**config.mk**
```make
export PLATFORM = sky130hd
export DESIGN_NAME = enemy_bullet_hit_scheduler
export DESIGN_NICKNAME = d
export VERILOG_FILES = /design/src/rtl/enemy_bullet_hit_scheduler.sv
export SDC_FILE = /design/constraint.sdc
export NUM_CORES = 1
export LEC_CHECK = 0
export CORE_MARGIN = 3
export CORE_UTILIZATION = 49
export DETAILED_ROUTE_END_ITERATION = 10
export GPL_TIMING_DRIVEN = 0
export PLACE_DENSITY = 0.87
export SLEW_MARGIN = 25
export SYNTH_ARGS = -nofsm -noshare
export SYNTH_HDL_FRONTEND = slang
export SYNTH_SLANG_ARGS = --single-unit
```
**constraint.sdc**
```tcl
create_clock -name clk -period 10.45 [get_ports clk]
set_clock_uncertainty 0.2 [all_clocks]
set_input_delay 2.09 -clock clk [delete_from_list [all_inputs] [get_ports clk]]
set_output_delay 2.09 -clock clk [all_outputs]
set_load 0.01 [all_outputs]
```
**src/rtl/enemy_bullet_hit_scheduler.sv**
```systemverilog
// enemy_bullet_hit_scheduler
//
// Once per frame, walks the enemy bullet slots with a single shared
// rectangle-overlap comparator (one slot per clock). Owns player health:
// collects the colliding slots into a pending mask, emits them as a one-cycle
// kill strobe, takes at most one point of health per frame and latches boom
// once health reaches zero.
//
// Optional feature: define HIT_SCHED_INVULN_EN to add a post-hit immunity
// window of INVULN_FRAMES accepted frames plus an 'invuln' output.
//
// Ports:
//   clk, rst_n     clock, asynchronous active-low reset
//   frame_tick     one-cycle pulse, starts a scan when idle
//   p_x, p_y       player position, snapshotted when a scan starts
//   player_en      player present; 0 suppresses all collisions
//   eb_x_bus       packed bullet x, slot i at [10i+9:10i]
//   eb_y_bus       packed bullet y, same packing
//   eb_valid       per-slot bullet alive
//   kill_mask      one-cycle strobe of bullets to clear
//   hit            one-cycle pulse, health was decremented
//   health         current player health
//   boom           sticky, player destroyed
//   busy           scan in progress
//   overrun        sticky, frame_tick arrived while busy
//   invuln         (HIT_SCHED_INVULN_EN only) immunity window active
//
// Frame handshake: frame_tick is accepted only in IDLE with boom low; busy
// rises the next cycle and stays high for NUM_SLOTS+1 cycles. The bullet
// buses and eb_valid must be held stable while busy. A tick seen while busy
// is dropped and recorded in overrun.

module enemy_bullet_hit_scheduler #(
  parameter int NUM_SLOTS     = 8,
  parameter int INIT_HEALTH   = 3,
  parameter int INVULN_FRAMES = 30
) (
  input  logic                    clk,
  input  logic                    rst_n,
  input  logic                    frame_tick,
  input  logic [9:0]              p_x,
  input  logic [9:0]              p_y,
  input  logic                    player_en,
  input  logic [10*NUM_SLOTS-1:0] eb_x_bus,
  input  logic [10*NUM_SLOTS-1:0] eb_y_bus,
  input  logic [NUM_SLOTS-1:0]    eb_valid,
  output logic [NUM_SLOTS-1:0]    kill_mask,
  output logic                    hit,
  output logic [3:0]              health,
  output logic                    boom,
  output logic                    busy,
  output logic                    overrun
`ifdef HIT_SCHED_INVULN_EN
  ,
  output logic                    invuln
`endif
);

  localparam int IDX_W = (NUM_SLOTS > 1) ? $clog2(NUM_SLOTS) : 1;
  localparam logic [IDX_W-1:0] LAST_IDX = IDX_W'(NUM_SLOTS - 1);

  // Parameter range guard, evaluated at elaboration only.
  if (NUM_SLOTS < 2 || NUM_SLOTS > 16 || INIT_HEALTH < 1 || INIT_HEALTH > 15 ||
      INVULN_FRAMES < 0 || INVULN_FRAMES > 63) begin : g_param_check
    $error("enemy_bullet_hit_scheduler: parameter out of range");
  end

  typedef enum logic [1:0] {
    IDLE   = 2'd0,
    SCAN   = 2'd1,
    COMMIT = 2'd2
  } state_t;

  state_t               state;
  logic [IDX_W-1:0]     idx;
  logic [NUM_SLOTS-1:0] pending;
  logic [9:0]           snap_x;
  logic [9:0]           snap_y;

  // Currently addressed slot.
  logic [9:0]           ex;
  logic [9:0]           ey;
  logic                 ev;
  logic                 coll;
  logic [NUM_SLOTS-1:0] slot_bit;
  logic [NUM_SLOTS-1:0] pending_next;
  logic                 invuln_active;

  // Overlap sums are formed at 11 bits so coordinates near 1023 cannot wrap.
  logic [10:0] sx_ext, sy_ext, ex_ext, ey_ext;
  logic [10:0] sx_p10, sy_p50, ex_p50, ey_p40;

  always_comb begin
    ex = '0;
    ey = '0;
    ev = 1'b0;
    for (int i = 0; i < NUM_SLOTS; i++) begin
      if (idx == IDX_W'(i)) begin
        ex = eb_x_bus[i*10 +: 10];
        ey = eb_y_bus[i*10 +: 10];
        ev = eb_valid[i];
      end
    end
  end

  assign sx_ext = {1'b0, snap_x};
  assign sy_ext = {1'b0, snap_y};
  assign ex_ext = {1'b0, ex};
  assign ey_ext = {1'b0, ey};
  assign sx_p10 = sx_ext + 11'd10;
  assign sy_p50 = sy_ext + 11'd50;
  assign ex_p50 = ex_ext + 11'd50;
  assign ey_p40 = ey_ext + 11'd40;

  assign coll = ev && player_en &&
                (sx_p10 >= ex_ext) && (sx_ext < ex_p50) &&
                (sy_p50 >= ey_ext) && (sy_ext < ey_p40);

  always_comb begin
    slot_bit = '0;
    for (int i = 0; i < NUM_SLOTS; i++) begin
      slot_bit[i] = coll && (idx == IDX_W'(i));
    end
  end

  // Includes the slot being examined this cycle, so the final slot's result
  // feeds straight into the commit decision.
  assign pending_next = pending | slot_bit;

`ifdef HIT_SCHED_INVULN_EN
  logic [5:0] inv_cnt;
  assign invuln_active = (inv_cnt != 6'd0);
  assign invuln        = invuln_active;
`else
  assign invuln_active = 1'b0;
`endif

  always_ff @(posedge clk or negedge rst_n) begin
    if (!rst_n) begin
      state     <= IDLE;
      idx       <= '0;
      pending   <= '0;
      snap_x    <= '0;
      snap_y    <= '0;
      kill_mask <= '0;
      hit       <= 1'b0;
      health    <= 4'(INIT_HEALTH);
      boom      <= 1'b0;
      busy      <= 1'b0;
      overrun   <= 1'b0;
`ifdef HIT_SCHED_INVULN_EN
      inv_cnt   <= 6'd0;
`endif
    end else begin
      // Strobes default low; set only on the edge entering COMMIT.
      kill_mask <= '0;
      hit       <= 1'b0;

      // Registered one cycle behind health reaching zero.
      if (health == 4'd0) begin
        boom <= 1'b1;
      end

      case (state)
        IDLE: begin
          if (frame_tick && !boom) begin
            snap_x  <= p_x;
            snap_y  <= p_y;
            pending <= '0;
            idx     <= '0;
            busy    <= 1'b1;
            state   <= SCAN;
`ifdef HIT_SCHED_INVULN_EN
            if (inv_cnt != 6'd0) begin
              inv_cnt <= inv_cnt - 6'd1;
            end
`endif
          end
        end

        SCAN: begin
          if (frame_tick) begin
            overrun <= 1'b1;
          end
          pending <= pending_next;
          if (idx == LAST_IDX) begin
            // kill_mask and hit become visible during the COMMIT cycle.
            state     <= COMMIT;
            kill_mask <= pending_next;
            if ((pending_next != '0) && (health != 4'd0) && !invuln_active) begin
              health <= health - 4'd1;
              hit    <= 1'b1;
`ifdef HIT_SCHED_INVULN_EN
              inv_cnt <= 6'(INVULN_FRAMES);
`endif
            end
          end else begin
            idx <= idx + IDX_W'(1);
          end
        end

        COMMIT: begin
          // A tick here is an overrun; the FSM always returns to IDLE first.
          if (frame_tick) begin
            overrun <= 1'b1;
          end
          idx   <= '0;
          busy  <= 1'b0;
          state <= IDLE;
        end

        default: begin
          idx   <= '0;
          busy  <= 1'b0;
          state <= IDLE;
        end
      endcase
    end
  end

endmodule

```
# Yosys cells after proc, flatten, opt, wreduce, memory -nomap -nowiden
# Index checks and enable logic that the tools add are counted.
[word_totals]
register_bits = 49
input_bits = 192
out_inout_bits = 16
word_cells = 104
[classes]
add_sub_neg = 6
n_lt_le_gt_ge = 4
n_eq_ne = 12
mux = 39
bitwise_logic = 2
n_reduce_logical = 30
[op_table]
columns = ["operator", "n"]
rows = [
  ["10-bit two-way mux", 16],
  ["10-bit by 6-bit adder with 11-bit output (second input constant)", 3],
  ["8-bit two-way mux", 3],
  ["11-bit by 10-bit greater-or-equal comparator with 1-bit output", 2],
  ["10-bit by 11-bit less-than comparator with 1-bit output", 2],
  ["8-bit one-hot mux with 2 select lines", 1],
  ["1-bit logical AND", 15],
  ["3-bit equality test (second input constant)", 4],
  ["1-bit two-way mux", 12],
  ["2-bit AND reduction", 6],
  ["10-bit by 4-bit adder with 11-bit output (second input constant)", 1],
  ["8-bit OR", 1],
  ["8-bit nonzero test", 1],
  ["3-bit by 2-bit equality test with 1-bit output (second input constant)", 2],
  ["3-bit two-way mux", 2],
  ["2-bit != test (second input constant)", 3],
  ["3-bit one-hot mux with 2 select lines", 1],
  ["4-bit zero test", 1],
  ["2-bit two-way mux", 2],
  ["2-bit one-hot mux with 2 select lines", 1],
  ["4-bit nonzero test", 1],
  ["4-bit by 1-bit subtractor with 4-bit output (second input constant)", 1],
  ["3-bit by 1-bit adder with 3-bit output (second input constant)", 1],
  ["3-bit by 1-bit equality test with 1-bit output (second input constant)", 1],
  ["other kinds (10)", 10],
]

# Logic depth before layout (Yosys ltp)
# Gate-level depths: netlist (run 1).
[depth]
ltp_word = 21
ltp_mapped = 26
ltp_nobuf = 21

# Least setup slack after synthesis (run 1)
# No wires, ideal clock.
[synth_timing]
path_type = "input port to flip-flop"
start = "input eb_x_bus[11]"
end = "register health[3]"
setup_time_ns = 0.128
t_arrival_ns = 5.003
required_time_ns = 10.122
path_slack_ns = 5.120
cell_stages = 17
n_path_buf = 1
cell_sequence = "a21oi_1 -> a211oi_1 -> o32a_1 -> o22a_1 -> ha_1 -> a21oi_1 -> a21o_1 -> xnor2_1 -> ha_1 -> a211o_1 -> o221ai_1 -> a21oi_1 -> o22ai_1 -> o2111a_2 -> buf_6 -> o211ai_1 -> mux2_1"
[synth_between]
elab_chain_cells = 17
word_cells_on_any_way = 26
classes_between = "add/sub (1); order compare (2); mux (7); bitwise (1); reduce/logical (15)"
[synth_rtl]
columns = ["item", "line_no", "source"]
rows = [
  ["start, declared", "44", "input logic [10*NUM_SLOTS-1:0] eb_x_bus,"],
  ["10-bit two-way mux * (7 in a row)", "98", "if (idx == IDX_W'(i)) begin"],
  ["10-bit by 6-bit adder with 11-bit output or 11-bit by 10-bit greater-or-equal comparator with 1-bit output (tied branches)", "112, 116", ""],
  ["10-bit by 11-bit less-than comparator with 1-bit output or 1-bit logical AND (tied branches)", "116, 115", ""],
  ["1-bit logical AND * (2 in a row)", "116", "(sx_p10 >= ex_ext) && (sx_ext < ex_p50) &&"],
  ["1-bit logical AND *", "117", "(sy_p50 >= ey_ext) && (sy_ext < ey_p40);"],
  ["1-bit logical AND", "122", "slot_bit[i] = coll && (idx == IDX_W'(i));"],
  ["8-bit OR *", "128", "assign pending_next = pending | slot_bit;"],
  ["8-bit nonzero test *", "190", "if ((pending_next != '0) && (health != 4'd0) && !invuln_active) begin"],
  ["1-bit logical AND *", "190", ""],
  ["3-bit AND reduction (no line) *", "--", ""],
  ["end signal, assigned", "147", "health <= 4'(INIT_HEALTH);"],
  ["end signal, assigned", "191", "health <= health - 4'd1;"],
  ["end, declared", "49", "output logic [3:0] health,"],
]
# Every way passes the cells marked *; elsewhere a longest branch is shown, timed or not.
# A chain may end at the register's enable or synchronous reset.

# Worst setup path after layout (run 1)
[layout_timing]
start = "input eb_x_bus[33]"
end = "register health[3]"
[layout_between]
elab_chain_cells = 15
word_cells_on_any_way = 24
classes_between = "add/sub (1); order compare (2); mux (5); bitwise (1); reduce/logical (15)"
[layout_rtl]
columns = ["item", "line_no"]
rows = [
  ["10-bit two-way mux * (5 in a row)", "98"],
  ["10-bit by 6-bit adder with 11-bit output or 11-bit by 10-bit greater-or-equal comparator with 1-bit output (tied branches)", "112, 116"],
  ["10-bit by 11-bit less-than comparator with 1-bit output or 1-bit logical AND (tied branches)", "116, 115"],
  ["1-bit logical AND * (2 in a row)", "116"],
  ["1-bit logical AND *", "117"],
  ["1-bit logical AND", "122"],
  ["8-bit OR *", "128"],
  ["8-bit nonzero test *", "190"],
  ["1-bit logical AND *", "190"],
  ["3-bit AND reduction (no line) *", "--"],
]
# Marks and branches as above.

==> flow_summary.yaml, run 1 <==
outcome:
  outcome: "complete, no violations"
placement:
  dpl.hpwl_mm: 16.7
  dp_slack_ns: 4.14
  dp.cells: 1002
  dpl_cell_area_sq_mm: 0.00758
  globalplace.congestion: 0.958
  io_buffers: 207
global_route:
  grt_pass1_wl_mm: 31.5
  grt_use_total: 0.337
  gr-max-usage-layer: "met2"
  grt_max_degree: 50
  grt_util_met3: 0.0635
  grt_use_met2: 0.565
  antenna_found_initial: 0
  met1_usage: 0.413
  grt_pass1_vias: 6084
  grt_overflow_total: 0
clock_network:
  h-tree-depth: 2
  clock_latency_ns: 0.32
  cts_tree: "yes"
  cts_buffers: 5
  cts_hold_buffers: 0
  cts_setup_buffers: 0
  clock-sinks: 49
  clkTransAtPathRegs_ns: 0.09
  cts_max_path_buffers: 2
  cts_root_buf: "clkbuf_8"
  cts_resized: 0
layout:
  layoutNonFillerInstCount: 1010
  ff_latch_area_sq_mm: 0.00123
  fillCellCount: 868
  fin_area_sq_mm: 0.00768
  area_growth_pct: 43.8
  diodes: 0
  layout-drive-gt1-share: 0.0961
  nets: 1117
  multiInputGateArea_sq_mm: 0.00367
floorplan:
  die_h_um: 110
  chipWidth_um: 110
  num_rows: 37
  dieArea_sq_mm: 0.0122
  io_pins: 208
  core-area_sq_mm: 0.0105
  start_util: 0.510
worst_hold_path:
  hold_path.class: "flop to flop"
  min-delay-start: "overrun"
setup_path:
  crit_buf_inv: 2
  crit_arrival_ns: 6.05
  r2r-start: "idx[1]"
  reg2reg_setup_slack_ns: 4.52
  cp_max_fo: 10
  critPathSlowestCell: "clkdlybuf4s50_1"
  endpoint_kind: "flop"
  worst_setup_path_start_kind: "input pin"
  crit_type: "input pin to flop"
  critical_path.max_stage_delay_ns: 0.48
  path_cells: "clkdlybuf4s50_1, nand2_1, a2111oi_4, a2111oi_2, a311oi_2, a311oi_2, nor3_1, xnor2_1, ha_1, a211o_1, o221ai_1, a21oi_1, o22ai_1, o2111a_2, buf_6, o211ai_1, mux2_1"
  worst_ep_required_time_ns: 10.46
  path_common_cell: "a311oi_2"
  crit_family: "compound AO/OA/AOI/OAI gates"
  crit_path_start: "eb_x_bus[33]"
yosys:
  ys_types: 74
  synth-seq-cells: 49
  syn-mean-instance-area_sq_um: 8.10
  async_flop_share: 1.00
  syn_inst: 659
  synth-edff-count: 0
  syn_area_sq_mm: 0.00534
  yosysSeqAreaShare: 0.230
  synth_ff_type: "dfrtp_1"
  synth_nets: 903
  ys_warn_count: 0
sta:
  finalSetupViolCount: 0
  worst_slack_ns: 4.41
  rsz0062_at_grt: "false"
  hold_viol: 0
  slew_headroom: 0.520
  fin_crit_ns: 6.04
  finalCritPeriodShare: 0.578
  max_freq_mhz: 166
  slew_violations: 0
  worst_pin_slew_ns: 0.720
  tns_ns: 0
detailed_routing:
  drcViolationCount: 0
  totalWireLength_mm: 21.5
  ant_nets: 0
  wl_per_cell_um: 21.3
  vias: 6281
  avgViaCountPerCell: 6.22
  first_pass_iters: 8
  drt_iter0_markers: 595
flow_run:
  maxCapViolCount: 0
power_and_ir_drop:
  powerDensity_mw_per_mm2: 281
  peakVddDrop_mv: 0.140
  p_leak_nw: 3.22
-- placed cells by master (no fill, tap or decap), drive strengths merged, types with 6 or more instances in the layout --
cell type,Yosys,layout
mux2,24,24
nand3b,10,10
clkdlybuf4s50,0,206
ha,52,52
nand3,12,12
xor2,9,9
o211ai,9,9
xnor2,18,18
inv,49,50
clkbuf,10,16
dfrtp,47,47
nand2b,8,8
or3,6,6
a211oi,7,7
a221oi,12,12
a21oi,66,66
nor3,6,6
nand2,67,67
a21o,14,14
nor2b,14,14
o21ai,48,48
nor2,44,44
o22ai,9,9
buf,31,32
a22o,11,11
-- metrics by stage --
step	total power, mW	hold WS [ns]	util
2_1_floorplan	1.50	0.279	-
3_3_place_gp	1.91	0.245	0.724
3_5_place_dp	1.98	0.274	0.724
4_1_cts	2.12	0.302	0.734
5_1_grt	2.36	0.311	0.734
6_report	2.16	0.292	0.734
-- cell usage after synthesis (all sizes together), types with 6 or more instances --
library cell / n / share of area
nor3: 6 / 0.0056
mux2: 24 / 0.051
a22o: 11 / 0.018
nand3b: 10 / 0.014
ha: 52 / 0.12
o21ai: 48 / 0.046
nand3: 12 / 0.012
o22ai: 9 / 0.011
clkbuf: 10 / 0.0070
nor2b: 14 / 0.016
a211oi: 7 / 0.0098
a21o: 14 / 0.020
xnor2: 18 / 0.030
a221oi: 12 / 0.021
buf: 31 / 0.039
inv: 49 / 0.034
dfrtp: 47 / 0.22
xor2: 9 / 0.015
nand2b: 8 / 0.0094
nand2: 67 / 0.047
a21oi: 66 / 0.063
o211ai: 9 / 0.013
nor2: 44 / 0.031
or3: 6 / 0.0070
-- per-layer routing --
metal | vias up | share of wire
li1 | 2815 | -
met2 | 441 | 0.47
met4 | 0 | 0.044
met3 | 89 | 0.11
met5 | - | 0
met1 | 2936 | 0.38
-- final timing paths --
path / endpoint / cells after the start
max in group asynchronous: pending[7] / 1
hold / removal: overrun / 1
min in group asynchronous: snap_y[0] / 1
setup / recovery: health[3] / 17
hold reg to reg: overrun / 1
setup reg to reg: health[3] / 25
-- logic make-up (layout without fill, tap and decap cells) --
logic type      Yosys count  in the layout  share of synthesized area
flops                    49             49                      0.230
simple gates            191            191                      0.175
buf+inv                  91            306                     0.0816
mux                      25             25                     0.0525
xor+xnor                 27             27                     0.0443
fa+ha+maj                52             52                      0.122
compound gates          224            224                      0.295
-- cell type report --
cell class | count | area share
Inverter | 50 | 0.0244
Multi-Input combinational cell | 519 | 0.478
Sequential cell | 49 | 0.160
Clock inverter | 2 | 0.00228
Tap cell | 136 | 0.0222
Buffer | 41 | 0.0323
Timing Repair Buffer | 207 | 0.270
Clock buffer | 6 | 0.0108
-- power breakdown --
group	total, mW	internal, mW	switching (mW)
clock	0.126	0.0551	0.0710
sequential	0.301	0.234	0.0670
combinational	1.73	0.768	0.961
total	2.16	1.06	1.10
-- flip-flops by register name, summed over array words and instances, names as in the netlist --
signal and flops:
kill_mask 8, busy 1, state 2, pending 8
health 4, snap_y 10, overrun 1, idx 3
snap_x 10, boom 1, hit 1
Note: power is estimated with default switching activity, not from simulation.
==> run 2, diff against run 1 <==
--- a/config.mk
+++ b/config.mk
@@ -6,10 +6,10 @@
 export NUM_CORES = 1
 export LEC_CHECK = 0
 export CORE_MARGIN = 3
-export CORE_UTILIZATION = 49
+export CORE_UTILIZATION = 45
 export DETAILED_ROUTE_END_ITERATION = 10
 export GPL_TIMING_DRIVEN = 0
-export PLACE_DENSITY = 0.87
+export PLACE_DENSITY = 0.81
 export SLEW_MARGIN = 25
 export SYNTH_ARGS = -nofsm -noshare
 export SYNTH_HDL_FRONTEND = slang
==> constraint.sdc (replaced) <==
create_clock -name clk -period 6.1 [get_ports clk]
set_clock_uncertainty 0.2 [all_clocks]
set_input_delay 1.22 -clock clk [delete_from_list [all_inputs] [get_ports clk]]
set_output_delay 1.22 -clock clk [all_outputs]
set_load 0.01 [all_outputs]
==> run 2 against run 1 <==
  * Critical path depth increased by 5
  * Final cell count grew 0.59%
  * Worst hold slack got worse by 0.024 ns
  * Non-clock buffer count is 1 lower
  * Design area rose by 1.3%
  * Largest power group unchanged
  * Highest routed layer unchanged
==> flow_summary.yaml, run 2 (synthesized netlist as in run 1, its figures left out) <==
outcome:
  outcome: "complete, no violations"
setup_path:
  crit_type: "flop to flop"
  r2r_end: "health[3]"
  crit_path_start: "idx[2]"
  reg2reg_setup_slack_ns: 0.35
  crit_arrival_ns: 5.72
  critical_path.endpoint: "health[3]"
  endpoint_kind: "flop"
  cp_max_fo: 10
  worst_ep_required_time_ns: 6.08
  worst_setup_path_start_kind: "flop"
  r2r-start: "idx[2]"
  r2r_cells: 22
detailed_routing:
  drt_iter0_markers: 551
  wl_per_cell_um: 21.5
  drcViolationCount: 0
  vias: 6063
  avgViaCountPerCell: 5.97
  first_pass_iters: 6
  ant_nets: 0
  totalWireLength_mm: 21.8
layout:
  fin_util: 0.675
  fin_area_sq_mm: 0.00777
  layout_common_cells: "clkdlybuf4s50_1, nand2_1, a21oi_1"
  reg.largest.list: "snap_x: 10 flops, snap_y: 10 flops"
  final_common_cell: "clkdlybuf4s50_1"
  nets: 1116
  layout-drive-gt1-share: 0.0962
  area_growth_pct: 45.7
  diodes: 0
sta:
  worst_hold_slack_ns: 0.268
  max_freq_mhz: 174
  hold_viol: 0
  worst_slack_ns: 0.355
  finalSetupViolCount: 0
  rsz0062_at_grt: "false"
  slew_violations: 0
  slew_headroom: 0.477
  worst_pin_slew_ns: 0.784
  fin_crit_ns: 5.75
  finalCritPeriodShare: 0.942
  tns_ns: 0
clock_network:
  clock-sinks: 49
  clkTransAtPathRegs_ns: 0.07
  cts_max_path_buffers: 2
  cts_hold_buffers: 0
  clock_latency_ns: 0.29
  cts_tree: "yes"
  cts_root_buf: "clkbuf_16"
  h-tree-depth: 2
  cts_buffers: 5
  cts_resized: 0
  cts_setup_buffers: 0
placement:
  dpl.hpwl_mm: 17.1
  dp_slack_ns: 0.328
  io_buffers: 207
  dpl_cell_area_sq_mm: 0.00758
  globalplace.congestion: 0.945
global_route:
  grt_pass1_wl_mm: 33.1
  grt_pass1_vias: 6186
  grt_use_total: 0.322
  antenna_found_initial: 0
  grt_overflow_total: 0
  grt_max_degree: 50
floorplan:
  start_util: 0.463
  io_pins: 208
  num_rows: 39
  chipWidth_um: 115
  die_h_um: 115
  core-area_sq_mm: 0.0115
  dieArea_sq_mm: 0.0132
power_and_ir_drop:
  p_leak_nw: 3.26
  powerDensity_mw_per_mm2: 494
  peakVddDrop_mv: 0.326
worst_hold_path:
  hold_depth: 1
  hold_path.class: "flop to flop"
flow_run:
  maxCapViolCount: 0
-- run 2: cell count changes in the layout (fill, tap and decap cells not counted), sizes merged --
cell	before	now
bufinv	0	2
buf	32	31
clkbuf	16	15
clkinv	2	1
-- run 2: cell type report --
| class | instances | area, sq um |
|---|---|---|
| plain buffers | 40 | 244 |
| clock buffers | 5 | 125 |
| clock inverters | 3 | 68.8 |
| fillers | 963 | 3740 |
| inverters | 50 | 188 |
| multi-input cells | 519 | 3670 |
| flip-flops and latches | 49 | 1230 |
| well taps | 143 | 179 |
| repair buffers | 207 | 2070 |
-- run 2: critical path: stages, from the launching register on --
cell	delay (ns)
dfrtp_1	0.50
inv_2	0.19
buf_2	0.30
buf_6	0.21
ha_1	0.31
buf_4	0.25
buf_6	0.19
clkbuf_1	0.44
nand2_1	0.12
or2_2	0.29
a221oi_1	0.32
a21o_1	0.16
ha_1	0.23
nand2b_1	0.14
a21o_1	0.18
a21oi_1	0.14
o21ai_0	0.13
a21oi_1	0.26
nor4_1	0.13
o2111a_2	0.22
buf_6	0.15
o211ai_1	0.21
mux2_1	0.35
-- run 2: worst min path at each step --
stage	start	to	slack (ns)
6_report	overrun	overrun	0.27
5_1_grt	overrun	overrun	0.30
4_1_cts	overrun	overrun	0.27
3_5_place_dp	overrun	overrun	0.25
3_3_place_gp	overrun	overrun	0.25
2_1_floorplan	snap_y[0]	snap_y[0]	0.28
-- run 2: through the flow --
stage               cells  total power [mW]
finish               1016              3.84
global route         1016              4.19
CTS                  1017              3.81
detailed placement   1009              3.42
global placement     1009              3.31
floorplan             659              2.57
-- run 2: power by group --
group          switching (mW)  internal [mW]
clock network           0.129          0.237
logic                    1.65           1.31
registers               0.114          0.402
-- run 2: layer usage --
layer,part of all wire,GRT usage,vias to the layer above
met3,0.093,0.0532,70
met1,0.41,0.411,2818
met2,0.45,0.530,360
met5,0,0,-
met4,0.044,0.152,0
li1,-,-,2815
